==> config.mk <==
export PLATFORM = sky130hd
export DESIGN_NAME = req_encoder16x4
export DESIGN_NICKNAME = d
export VERILOG_FILES = /design/src/rtl/req_encoder16x4_pkg.sv /design/src/rtl/req_encoder16x4_prio_enc16x4.sv /design/src/rtl/req_encoder16x4.sv
export SDC_FILE = /design/constraint.sdc
export NUM_CORES = 1
export LEC_CHECK = 0
export CAP_MARGIN = 5
export CORE_ASPECT_RATIO = 1.2
export CORE_MARGIN = 1.5
export CORE_UTILIZATION = 35
export DETAILED_ROUTE_END_ITERATION = 12
export DONT_BUFFER_PORTS = 1
export GPL_ROUTABILITY_DRIVEN = 0
export GPL_TIMING_DRIVEN = 1
export HOLD_SLACK_MARGIN = 0.15
export SETUP_SLACK_MARGIN = 0.05
export SLEW_MARGIN = 10
export SYNTH_ARGS = -nofsm -noshare
export SYNTH_HDL_FRONTEND = slang
export SYNTH_HIERARCHICAL = 1
export SYNTH_SLANG_ARGS = --single-unit
export TNS_END_PERCENT = 100
==> constraint.sdc <==
create_clock -name clk -period 2 [get_ports clk]
set_input_delay 0.4 -clock clk [delete_from_list [all_inputs] [get_ports clk]]
set_output_delay 0.4 -clock clk [all_outputs]
set_load 0.02 [all_outputs]
==> src/rtl/req_encoder16x4_pkg.sv <==
// Shared types and width constants for the 16-request priority encoder
// and its handshake controller.
package req_encoder16x4_pkg;

  localparam int N_REQ  = 16;
  localparam int CODE_W = 4;

  typedef enum logic {
    IDLE    = 1'b0,
    PRESENT = 1'b1
  } state_t;

endpackage : req_encoder16x4_pkg

==> src/rtl/req_encoder16x4_prio_enc16x4.sv <==
// Combinational 16-to-4 priority encoder; HIGH_FIRST selects whether the
// highest or the lowest set bit wins.
module prio_enc16x4
  import req_encoder16x4_pkg::*;
#(
  parameter bit HIGH_FIRST = 1'b1
) (
  input  logic [N_REQ-1:0]  vec,
  output logic [CODE_W-1:0] idx,
  output logic              any
);

  // NOTE: every output of a combinational block gets a default before any
  // conditional assignment, otherwise synthesis infers a latch.
  always_comb begin
    idx = '0;
    any = |vec;
    if (HIGH_FIRST) begin
      // Ascending scan: the last (highest) set bit overwrites earlier ones.
      for (int i = 0; i < N_REQ; i++) begin
        if (vec[i]) idx = CODE_W'(i);
      end
    end else begin
      for (int i = N_REQ - 1; i >= 0; i--) begin
        if (vec[i]) idx = CODE_W'(i);
      end
    end
  end

endmodule : prio_enc16x4

==> src/rtl/req_encoder16x4.sv <==
// Collects request pulses into a pending register and presents them one at a
// time as a priority-encoded code under a valid/ack handshake.
module req_encoder16x4
  import req_encoder16x4_pkg::*;
#(
  parameter bit HIGH_FIRST = 1'b1
) (
  input  logic              clk,
  input  logic              rst,
  input  logic [N_REQ-1:0]  req,
  input  logic              ack,
  output logic              valid,
  output logic [CODE_W-1:0] code,
  output logic [N_REQ-1:0]  pending,
  output logic              overrun
);

  state_t              state_q, state_d;
  logic [N_REQ-1:0]    pending_q, pending_d;
  logic [CODE_W-1:0]   code_q;
  logic                overrun_q;
  logic [N_REQ-1:0]    clr;
  logic [CODE_W-1:0]   enc_idx;
  logic                enc_any;
  logic                load_code;
  logic                overrun_hit;

  prio_enc16x4 #(
    .HIGH_FIRST(HIGH_FIRST)
  ) u_prio_enc (
    .vec(pending_q),
    .idx(enc_idx),
    .any(enc_any)
  );

  assign valid = (state_q == PRESENT);

  // Clear mask only fires on an accepted handshake; a stray ack is harmless.
  always_comb begin
    clr = '0;
    if (valid && ack) clr[code_q] = 1'b1;
  end

  // OR-ing req after the clear lets a same-cycle re-request survive the ack.
  assign pending_d   = (pending_q & ~clr) | req;
  assign overrun_hit = |(req & pending_q & ~clr);

  always_comb begin
    state_d   = state_q;
    load_code = 1'b0;
    case (state_q)
      IDLE: begin
        if (enc_any) begin
          state_d   = PRESENT;
          load_code = 1'b1;
        end
      end
      PRESENT: begin
        if (ack) state_d = IDLE;
      end
      default: state_d = IDLE;
    endcase
  end

  // NOTE: sequential state uses non-blocking assignments so every register
  // samples pre-edge values, independent of statement order.
  always_ff @(posedge clk) begin
    if (rst) begin
      state_q   <= IDLE;
      pending_q <= '0;
      code_q    <= '0;
      overrun_q <= 1'b0;
    end else begin
      state_q   <= state_d;
      pending_q <= pending_d;
      if (load_code) code_q <= enc_idx;
      if (overrun_hit) overrun_q <= 1'b1;
    end
  end

  assign code    = code_q;
  assign pending = pending_q;
  assign overrun = overrun_q;

endmodule : req_encoder16x4
# == Word level (Yosys, flattened, before mapping) ==
# Index checks and enable logic that the tools add are counted.
# classes
mux,22
order_cmp,2
n_reduce_logical,4
n_bitwise,6
# ops
cell,n
16-bit bitwise AND,3
4-bit two-way mux,8
16-bit OR reduction,2
16-bit two-way mux,1
16-bit inverter,1
16-bit bitwise OR,1
3-bit two-way mux,4
4-bit by 5-bit less-than comparator with 1-bit output (second input constant),1
1-bit two-way mux,5
1-bit demux with 4-bit select,1
4-bit by 1-bit >= comparator with 1-bit output (second input constant),1
2-bit two-way mux,2
1-bit logical AND,2
1-bit case mux with 2 select lines,1
1-bit inverter,1
# word_totals
reg_bits,22

# == Longest topological paths before layout ==
# logic_depth
ltp_word,15
ltp_mapped,7

# == Modules after synthesis ==
# Netlist, hierarchy kept.
# by_module_without_submodules
mod,cells_each,n_inst,area_per_inst_um2
req_encoder16x4,121,1,975.9
prio_enc16x4,28,1,170.2

# == Worst setup path after synthesis ==
# OpenSTA, ideal clock, no wires.
# synth_timing
path_type,reg-to-reg
from,"reg code_q[1], in the netlist code[1]"
to,"reg overrun_q, in the netlist overrun"
path_buffers,1
t_arrival_ps,1612
required_time_ps,1875
setup_time_ps,125
stages_incl_launch_ff,7
synth_period_minus_slack_ps,1737
path_slack_ps,263
path_cell_list,dfxtp_1 -> buf_4 -> nor2b_4 -> nand2_2 -> a32o_1 -> a31o_1 -> o41a_1
# synth_via
elab_chain_len,8
# synth_rtl
element,line_no,source
"start, declared",req_encoder16x4.sv:20,logic [CODE_W-1:0] code_q;
"start signal, assigned",req_encoder16x4.sv:76,if (load_code) code_q <= enc_idx;
4-bit by 5-bit less-than comparator with 1-bit output (not written as such) / 4-bit by 1-bit >= comparator with 1-bit output (equally long branches),req_encoder16x4.sv:41,if (valid && ack) clr[code_q] = 1'b1;
1-bit logical AND (not written as such),req_encoder16x4.sv:41,
1-bit two-way mux (not written as such),req_encoder16x4.sv:41,
1-bit demux with 4-bit select *,req_encoder16x4.sv:41,
16-bit two-way mux *,req_encoder16x4.sv:41,
16-bit inverter *,req_encoder16x4.sv:46,assign overrun_hit = |(req & pending_q & ~clr);
16-bit bitwise AND *,req_encoder16x4.sv:46,
16-bit OR reduction *,req_encoder16x4.sv:46,
"end signal, assigned",req_encoder16x4.sv:72,overrun_q <= 1'b0;
"end signal, assigned",req_encoder16x4.sv:77,if (overrun_hit) overrun_q <= 1'b1;
"end, declared",req_encoder16x4.sv:21,logic overrun_q;
# Every way passes the cells marked *; elsewhere a longest branch is shown, timed or not.
# A chain may end at the register's enable or synchronous reset.

# == Worst setup path after layout ==
# layout_timing
from,"reg pending_q[5], in the netlist pending[5]"
to,"reg code_q[0], in the netlist code[0]"
# layout_rtl
element,line_no,source
"start, declared",req_encoder16x4.sv:19,"logic [N_REQ-1:0] pending_q, pending_d;"
"start signal, assigned",req_encoder16x4.sv:75,pending_q <= pending_d;
16-bit OR reduction,req_encoder16x4_prio_enc16x4.sv:17,any = |vec;
named net enc_any,req_encoder16x4.sv:24,logic enc_any;
1-bit two-way mux,req_encoder16x4.sv:53,if (enc_any) begin
1-bit two-way mux,req_encoder16x4.sv:51,case (state_q)
# The timed path passes the listed nets, and every way through them passes these cells.

==> key figures <==
Outcome
  – Status: finished clean

Timing
  – Final period utilization: 95.8%
  – Min Clock Period, post-route: 1920 ps
  – Pins Over Slew Limit: 0
  – RSZ-0062 raised after global routing: false
  – Slew margin rel.: 48.2%
  – Setup TNS: 0 ps
  – Endpoints failing setup: 0
  – Hold Fails Final Rpt: 0
  – Fmax achieved: 522 MHz
  – Worst slew pin tran: 774 ps
  – Setup Skew: 1.23 ps

Setup path
  – R2R Setup Slk: 80 ps
  – CP top delay family: simple AND/OR/NAND/NOR gates
  – Levels on crit path: 6
  – Worst Setup EP: code[0]
  – CP Cell Sequence: nor4_1, nand3_1, or2_1, and2b_1, mux2i_1, nor2_1
  – Critical path class: flip-flop to flip-flop
  – Worst Setup Start Kind: flip-flop
  – R2R Path End: code[0]
  – Worst setup startpoint: pending[5]
  – Crit path max-delay cell type: nor4_1
  – Worst setup EP type: flip-flop
  – Critical-path maximum fanout: 5
  – Worst path max stage delay: 550 ps
  – Reg-to-Reg Start: pending[5]
  – Reg2reg path depth: 6
  – WP buf/inv: 0
  – WP data arrival: 2110 ps
  – CP Data Required Time: 2190 ps

Finish
  – Post-route cell area: 1330 µm²
  – Cell Count, Final, Fillers Out: 201
  – Most frequent cells in the layout: 31 x nor2_1, 22 x dfxtp_1, 20 x a21oi_1, 17 x buf_4, 16 x nand2_1
  – Commonest non-fill, non-tap cell in the layout: nor2_1
  – # fillers: 333
  – Area growth, synth to finish: 16.4%
  – Nets: 185
  – # diodes: 0
  – Layout cells sized above 1: 17.0%

Floorplan
  – Starting density of the core: 37.2%
  – Die height: 65.7 µm
  – Std-Cell Rows: 22
  – Die width: 55.2 µm
  – Die area: 3630 µm²
  – Num ports: 41
  – Core region area: 3080 µm²

Logic synthesis
  – Gate count after technology mapping: 149
  – Share of the synthesized area in the top cell type: 38.4%
  – Yosys warnings: 6
  – Netlist Area Pre-Place: 1150 µm²
  – Asr flop ratio synth: 0%
  – Post-synth cell types: 37
  – Main flop type after synthesis: dfxtp_1
  – Post-synth EDFFs: 0
  – Post-synth net total: 168
  – FF+latch count, synth: 22
  – Sequential-to-total area share from yosys stat: 38.4%
  – Avg Cell Area, Syn: 7.69 µm²
  – Top cells by area, synth: dfxtp_1 38%, nor2_1 10%, a21oi_1 8.7%
  – Yosys top cell by area: dfxtp_1

Power and ir drop
  – Sw Share: 32.4%
  – Proportion of power drawn by flip-flops and latches: 51.2%
  – Internal power: 687 µW
  – Pwr dens: 763 nW/µm²
  – Lkg Pwr: 0.000553 µW
  – VDD IR max: 0.414 mV
  – Clock network power share: 24.7%
  – Net Switching: 330 µW
  – Comb pwr share: 24.1%

Run
  – Max Cap Violations: 0

Placed design
  – Placed Cells incl. Taps: 196
  – DP Wirelength: 2620 µm
  – I/O Buffers: 0
  – Placed cell areas: 1290 µm²

Clock network
  – Total CTS buffers: 3
  – Post-CTS setup buffers: 0
  – CTS tree: built
  – Resized cells post-CTS: 0
  – Hold buffers post-CTS: 1
  – H-tree Lvls: 1
  – Root Buffer Master: clkbuf_4
  – Max clock buf depth: 2
  – CTS sink cnt: 22
  – Clock Latency Late Sink: 310 ps
  – CTS clock-pin slew for the worst setup and hold paths: 120 ps

GRT
  – Initial antenna violation count: 0
  – Total gr overflow: 0
  – Total GRT Usage: 18.9%
  – Largest net degree at the start of global routing: 22
  – Vias in the first global route: 1072
  – First-pass GRT wire length: 5290 µm

Routing
  – Detail Route Antenna Nets: 0
  – Initial DRC Count: 20
  – Final wirelength: 3260 µm
  – First-pass DRT Iterations: 4
  – Vias post-DR: 1111
  – Vias per cell: 5.53
  – Routed length per instance: 16.2 µm
  – DRC viols: 0

Hold path
  – Hold WC Path Type: input pin to flip-flop
  – Hold Path Stages: 2
  – HP Start: req[3]
-- worst reg2reg max path, cell delays in order (launching register included) --
cell and delay, ps:
dfxtp_1 340, nor4_1 550, nand3_1 170, or2_1 240
and2b_1 240, mux2i_1 200, nor2_1 50
-- flip-flops by register name, summed over array words and instances (netlist names) --
| register | count |
|---|---|
| pending | 16 |
| code | 4 |
| overrun | 1 |
| valid | 1 |
-- metrics by stage --
step                hold WS, ps  total power [µW]  util [%]  setup WS (ps)
detailed placement          476               767      41.8            219
floorplan                   469               694         -            263
CTS                         193              1020      43.3            160
global placement            473               764      41.8            210
finish                      196              1020      43.3           83.5
global route                185              1070      43.3           66.5
-- cells by family (layout without fill, tap and decap cells) --
family / after synthesis / in the layout / share of synthesized area (%)
flops: 22 / 22 / 38.4
buf+inv: 10 / 26 / 4.04
compound gates: 34 / 34 / 18.8
simple gates: 79 / 79 / 35.3
mux: 4 / 4 / 3.49
-- metal layers --
layer	vias up	GRT usage, %	wire length (µm)
li1	562	-	-
met1	500	21.5	1320
met2	40	32.7	1650
met3	9	4.13	205
met4	0	10.4	93
met5	-	0	0
-- power by group through the flow --
stage / Sequential (µW) / Clock (µW) / Combinational, µW
2_1_floorplan: 563 / 0 / 131
3_3_place_gp: 529 / 0 / 235
3_5_place_dp: 531 / 0 / 236
4_1_cts: 521 / 256 / 245
5_1_grt: 528 / 274 / 267
6_report: 521 / 251 / 245
-- synth_stat cells (3+ instances only) --
cell      count
a21oi_1      20
inv_1         4
a31oi_1       3
nand3_1      12
mux2i_1       4
dfxtp_1      22
nand2_1      16
nor2_1       31
clkbuf_1      3
-- worst min path at each step --
stage	end	slack [ps]
finish	pending[3]	200
global route	pending[3]	180
CTS	pending[11]	190
detailed placement	pending[11]	480
global placement	pending[11]	470
floorplan	pending[11]	470
-- cell type report --
type	instances	area, µm²	share of cell area [%]
inverter	4	15.0	1.13
multi-input combinational	117	659	49.4
timing repair buffer	18	138	10.3
sequential	22	440	33.0
clock buffer	4	36.3	2.72
tap	36	45.0	3.38
Note: power is estimated with default switching activity, not from simulation.
